## src/rtl/regfile_pkg.sv

```systemverilog
// Shared constants for the register file with pending-write scoreboard:
// default geometry and MIPS register indices used by the debug taps
// (enabled with the REGFILE_DEBUG_TAPS_EN macro).
package regfile_pkg;

  localparam int DEFAULT_WIDTH     = 32;
  localparam int DEFAULT_ADDR_BITS = 5;

  localparam int REG_ZERO = 0;
  localparam int REG_AT   = 1;
  localparam int REG_V0   = 2;
  localparam int REG_V1   = 3;
  localparam int REG_A0   = 4;
  localparam int REG_A1   = 5;
  localparam int REG_SP   = 29;
  localparam int REG_RA   = 31;

endpackage

```

## src/rtl/regfile_read_port.sv

```systemverilog
// One combinational read port: stored value, write-to-read bypass,
// hardwired-zero handling and busy (pending and not being written back now).
module regfile_read_port
  import regfile_pkg::*;
#(
  parameter int WIDTH     = DEFAULT_WIDTH,
  parameter int ADDR_BITS = DEFAULT_ADDR_BITS,
  parameter int ZERO_REG  = 1,
  localparam int DEPTH    = 2 ** ADDR_BITS
) (
  input  logic [ADDR_BITS-1:0]        addr,
  input  logic [DEPTH-1:0][WIDTH-1:0] regs,
  input  logic [DEPTH-1:0]            pend,
  input  logic                        wr_en,
  input  logic [ADDR_BITS-1:0]        wr_addr,
  input  logic [WIDTH-1:0]            wr_data,
  output logic [WIDTH-1:0]            data,
  output logic                        busy
);

  logic bypass;
  logic is_zero;

  // Select stored data, override with in-flight write, force zero last so
  // register 0 reads 0 even when a bypass would apply.
  always_comb begin
    bypass  = wr_en && (wr_addr == addr);
    is_zero = (ZERO_REG != 0) && (addr == '0);
    data    = regs[addr];
    if (bypass) begin
      data = wr_data;
    end
    if (is_zero) begin
      data = '0;
    end
    // A same-cycle writeback releases the stall since the bypass supplies data.
    busy = pend[addr] && !bypass;
  end

endmodule

```

## src/rtl/regfile_scoreboard.sv

```systemverilog
// Parametrised 2-read/1-write register file with synchronous reset,
// write-to-read bypass and a per-register pending-write scoreboard with a
// registered pending count. Optional macro REGFILE_DEBUG_TAPS_EN adds
// outputs exposing stored registers at, v0, v1, a0, a1, sp, ra.
module regfile_scoreboard
  import regfile_pkg::*;
#(
  parameter int WIDTH     = DEFAULT_WIDTH,
  parameter int ADDR_BITS = DEFAULT_ADDR_BITS,
  parameter int ZERO_REG  = 1
) (
  input  logic                 clk,
  input  logic                 reset,
  input  logic [ADDR_BITS-1:0] Aa,
  input  logic [ADDR_BITS-1:0] Ab,
  output logic [WIDTH-1:0]     Da,
  output logic [WIDTH-1:0]     Db,
  input  logic [ADDR_BITS-1:0] Aw,
  input  logic [WIDTH-1:0]     Dw,
  input  logic                 WrEn,
  input  logic                 IssEn,
  input  logic [ADDR_BITS-1:0] IssAddr,
  output logic                 BusyA,
  output logic                 BusyB,
  output logic [ADDR_BITS:0]   PendCount
`ifdef REGFILE_DEBUG_TAPS_EN
  ,
  output logic [WIDTH-1:0]     dbg_at,
  output logic [WIDTH-1:0]     dbg_v0,
  output logic [WIDTH-1:0]     dbg_v1,
  output logic [WIDTH-1:0]     dbg_a0,
  output logic [WIDTH-1:0]     dbg_a1,
  output logic [WIDTH-1:0]     dbg_sp,
  output logic [WIDTH-1:0]     dbg_ra
`endif
);

  localparam int DEPTH = 2 ** ADDR_BITS;
  localparam logic [ADDR_BITS:0] CNT_ONE = 1;

  logic [DEPTH-1:0][WIDTH-1:0] regs_q, regs_d;
  logic [DEPTH-1:0]            pend_q, pend_d;
  logic [ADDR_BITS:0]          pend_count_q, pend_count_d;
  logic                        wr_ok;
  logic                        iss_ok;
  logic                        cnt_inc;
  logic                        cnt_dec;

  // Write decode and scoreboard next state; set beats clear on the same address.
  always_comb begin
    wr_ok  = WrEn && !((ZERO_REG != 0) && (Aw == '0));
    iss_ok = IssEn && !((ZERO_REG != 0) && (IssAddr == '0));
    regs_d = regs_q;
    pend_d = pend_q;
    if (wr_ok) begin
      regs_d[Aw] = Dw;
    end
    if (WrEn) begin
      pend_d[Aw] = 1'b0;
    end
    if (iss_ok) begin
      pend_d[IssAddr] = 1'b1;
    end
    // Count only real bit transitions so the count tracks popcount(pend).
    cnt_inc = iss_ok && !pend_q[IssAddr];
    cnt_dec = WrEn && pend_q[Aw] && !(iss_ok && (IssAddr == Aw));
    pend_count_d = pend_count_q;
    if (cnt_inc && !cnt_dec) begin
      pend_count_d = pend_count_q + CNT_ONE;
    end else if (cnt_dec && !cnt_inc) begin
      pend_count_d = pend_count_q - CNT_ONE;
    end
  end

  // State registers; reset discards contents and all pending state.
  always_ff @(posedge clk) begin
    if (reset) begin
      regs_q       <= '0;
      pend_q       <= '0;
      pend_count_q <= '0;
    end else begin
      regs_q       <= regs_d;
      pend_q       <= pend_d;
      pend_count_q <= pend_count_d;
    end
  end

  assign PendCount = pend_count_q;

  regfile_read_port #(
    .WIDTH    (WIDTH),
    .ADDR_BITS(ADDR_BITS),
    .ZERO_REG (ZERO_REG)
  ) u_port_a (
    .addr   (Aa),
    .regs   (regs_q),
    .pend   (pend_q),
    .wr_en  (WrEn),
    .wr_addr(Aw),
    .wr_data(Dw),
    .data   (Da),
    .busy   (BusyA)
  );

  regfile_read_port #(
    .WIDTH    (WIDTH),
    .ADDR_BITS(ADDR_BITS),
    .ZERO_REG (ZERO_REG)
  ) u_port_b (
    .addr   (Ab),
    .regs   (regs_q),
    .pend   (pend_q),
    .wr_en  (WrEn),
    .wr_addr(Aw),
    .wr_data(Dw),
    .data   (Db),
    .busy   (BusyB)
  );

`ifdef REGFILE_DEBUG_TAPS_EN
  // Taps show stored values only; they never see the bypass.
  if (ADDR_BITS >= 5) begin : g_dbg_taps
    assign dbg_at = regs_q[REG_AT];
    assign dbg_v0 = regs_q[REG_V0];
    assign dbg_v1 = regs_q[REG_V1];
    assign dbg_a0 = regs_q[REG_A0];
    assign dbg_a1 = regs_q[REG_A1];
    assign dbg_sp = regs_q[REG_SP];
    assign dbg_ra = regs_q[REG_RA];
  end else begin : g_dbg_taps_bad
    $error("regfile_scoreboard: debug taps need ADDR_BITS >= 5");
  end
`endif

endmodule
```

## config.mk

```make
export PLATFORM = sky130hd
export DESIGN_NAME = regfile_scoreboard
export DESIGN_NICKNAME = d
export VERILOG_FILES = /design/src/rtl/regfile_pkg.sv /design/src/rtl/regfile_read_port.sv /design/src/rtl/regfile_scoreboard.sv
export SDC_FILE = /design/constraint.sdc
export NUM_CORES = 2
export LEC_CHECK = 0
export CELL_PAD_IN_SITES_DETAIL_PLACEMENT = 2
export CELL_PAD_IN_SITES_GLOBAL_PLACEMENT = 2
export CORE_MARGIN = 3
export CORE_UTILIZATION = 37
export CTS_BUF_LIST = sky130_fd_sc_hd__clkbuf_4 sky130_fd_sc_hd__clkbuf_8
export DETAILED_ROUTE_END_ITERATION = 12
export HOLD_SLACK_MARGIN = 0.1
export PLACE_DENSITY_LB_ADDON = 0.25
export SLEW_MARGIN = 30
export SYNTH_ARGS = -nofsm -noshare
export SYNTH_HDL_FRONTEND = slang
export SYNTH_SLANG_ARGS = --single-unit
```

## constraint.sdc

```tcl
create_clock -name clk -period 3.6 [get_ports clk]
set_input_delay 0.72 -clock clk [delete_from_list [all_inputs] [get_ports clk]]
set_output_delay 0.72 -clock clk [all_outputs]
set_load 0.1 [all_outputs]
```

==> summary.txt <==
Outcome: finished with violations
Failing checks: negative setup slack
CP Buf/Inv Count: 7
DP Worst Slack: -0.630 ns
Reg2Reg Setup Slack: 0.25 ns
Post-synthesis compound-gate area fraction: 14.5%
Global route total overflow: 0
Initial antenna violation count: 16
Syn nets: 6228
Register area share after synthesis: 38.9%
Worst-path clk slew: 0.06 ns
CP required: 2.88 ns
1st-iter DRT viols: 6589
Vias post-DR: 56700
Final min period: 3.72 ns
Slowest cell delay on critical path: 0.29 ns
Starting Density: 37.4%
Num rows: 140
Port Buffer Count: 127
Yosys warning total: 0
Drt pass-1 iters: 6
H-tree depth: 4
Worst path cell trace: bufbuf_16 > buf_8 > xor2_2 > nor4_4 > buf_4 > buf_6 > and3_4 > buf_12 > buf_12 > a32oi_2 > nand3b_1 > buf_12
Post-synth EDFFs: 0
Root buffer cell: clkbuf_8
Adder-cell area share of the yosys netlist: 0.151%
Die width: 390 um
Hold endpoint: regs_q[785]
Type of origin of the critical path: input pin
Core area: 146000 um^2
Hold Path Depth: 3
Power per Cell Area: 424 nW/um^2
Avg Inst Size Synth: 8.87 um^2
Primary FF master, synth: dfxtp_1
Number of placed instances, taps included: 8125
Mapped cell area: 54700 um^2
Slowest cell on the critical path: nor4_4
Final hold violations: 0
CP max FO: 5
Biggest area consumer among synthesized cells: dfxtp_1
Peak supply drop: 0.436 mV
Reg-to-Reg End: PendCount[5]
Simple-Gate Fraction of Synth Area: 17.0%
MaxCap Viol Count: 0
RSZ-0062 raised after global routing: true
Combinational family with the most area after synthesis: multiplexers
CTS buffer count: 198
Worst Max-Slew Pin Slew: 0.989 ns
Final worst slack: -0.119 ns
Global-route wire length before repair: 442 mm
Die Y: 390 um
CP Capture Type: output pin
Syn-to-layout area delta: 25.7%
FILL cells: 15200
Mux contribution to synthesized area: 23.7%
Die Area: 152000 um^2
Reg2Reg Launch Point: pend_q[6]
Hold Crit Class: in2reg
Avg WL per Cell: 36.8 um
Slew Viols, Final: 0
Pleak: 23.5 nW
Final #Nets: 6550
HP Start: Dw[17]
Most frequent cells in the layout: nand2_1, a21oi_1, dfxtp_1
Detailed Place HPWL: 190 mm
CTS Buffer Depth: 3
Number of I/O pins: 128
Seq cells post-synth: 1062
Antenna Nets Post-Route: 0
Synth area leaders: dfxtp_1, mux4_2, nand2_1, a21oi_1, clkbuf_1
Number of global-route vias before repair: 60600
Post-synth ARST share: 0%
Most Frequent Cell on Critical Path: buf_12
Xor/xnor share of the synthesized area: 0.304%
Final routed DRC violation total: 0
Synth top area share: 38.9%
Max-slew headroom: 33.9%
DR vias/cell: 6.63
CTS tree: done
Fin util: 47.0%
Critical path arrival: 3.00 ns
Tcrit/Tclk final: 103%
Most common cell after layout, fill and taps aside: nand2_1
Worst-Skew Late Latency: 0.97 ns
Max Clk Rate: 0.269 GHz
Final wirelength: 315 mm
GRT Util Overall: 40.1%
TNS Setup: -0.897 ns
Endpoints failing setup: 22
Kind of cell adding the most delay to the critical path: buffers and inverters
Setup Crit Path Kind: in2out
Total power: 29.1 mW
Cells after Synth: 6166
Worst r2r path cells: 11
Largest net degree at the start of global routing: 161
Clk sinks: 1062
Share of layout cells above drive strength 1: 27.6%
Clock skew: 0.0177 ns
Non-Filler Instances: 8560
GP Congestion: 0.913
Synth cell types: 65
-- worst max path at each step --
stage | startpoint | end | slack (ns) | cells after the start
CTS | regs_q[506] | Da[26] | -0.05 | 7
floorplan | Aw[0] | Da[10] | -0.46 | 8
global placement | IssAddr[0] | PendCount[5] | -0.65 | 13
detailed placement | IssAddr[0] | PendCount[5] | -0.63 | 13
global route | Aa[0] | Da[8] | -0.13 | 11
finish | Aa[0] | Da[21] | -0.12 | 12
-- area by class of cell --
type                            count  area [um^2]  share of cell area, %
Multi-Input combinational cell   4431        31500                   45.8
Sequential cell                  1062        21300                   31.0
Timing Repair Buffer              785         9330                   13.6
Clock buffer                      320         3870                   5.62
Tap cell                         1917         2400                   3.49
Clock inverter                     28          304                  0.442
Inverter                           10         41.3                 0.0601
Antenna cell                        7         17.5                 0.0255
-- timing repair --
action / 4_1_cts / 5_1_grt
pin swaps: 30 / 23
hold buffers: 1 / 0
buffers inserted: 44 / 31
endpoints found under the hold margin: 5 / 0
gates cloned: 4 / 3
setup endpoints to repair: 66 / 63
resized for setup: 134 / 78
-- cell usage after synthesis, types with 14 or more instances --
library cell and instances:
buf_1 14, a221oi_1 17, a221o_1 22, nand2_1 2087, a22oi_1 124, a22o_1 40
o22ai_1 47, buf_4 17, a211oi_1 36, nor2_1 92, dfxtp_1 1062, buf_2 122
nor2b_1 42, nand3_1 60, mux4_2 518, xor2_1 14, mux2i_1 124, a21oi_1 1052
clkbuf_1 466, clkbuf_2 20, buf_6 21
-- cell families after synthesis --
logic type	Yosys count
buffers and inverters	673
adders and majority gates	6
DFF	1062
xor gates and xnor gates	19
muxes	647
AOI/OAI and AO/OA	1400
and+or+nand+nor	2359
-- state kept, by name (all words and copies together), names as in the netlist --
signal / count
PendCount: 6
pend_q: 32
regs_q: 1024
-- power by group --
| group | internal, mW | switching [mW] | total (mW) |
|---|---|---|---|
| registers | 11.9 | 0.0975 | 12.0 |
| logic | 1.52 | 2.72 | 4.24 |
| clock network | 7.05 | 5.88 | 12.9 |
-- layer usage --
| metal | global-route usage (%) | vias up | wire (um) |
|---|---|---|---|
| met1 | 48.4 | 29300 | 116000 |
| met2 | 61.9 | 3664 | 140000 |
| met4 | 28.9 | 12 | 26700 |
| li1 | - | 22400 | - |
| met3 | 10.7 | 1381 | 31700 |
| met5 | 0 | - | 69 |
-- stage by stage --
stage	cell area (um^2)	hold slack, ns
floorplan	54800	0.443
global placement	62900	0.449
detailed placement	62900	0.461
CTS	68100	0.381
global route	68700	0.473
finish	68700	0.435
-- worst register-to-register path, cell delays in order, from the launching register on --
cell,delay (ns)
dfxtp_1,0.42
mux4_2,0.53
mux4_2,0.49
a211oi_2,0.26
ha_2,0.25
inv_2,0.07
ha_1,0.27
a21o_1,0.19
a21oi_2,0.20
o21ai_0,0.12
nand4_1,0.11
mux2_2,0.34
Note: power is estimated with default switching activity, not from simulation.
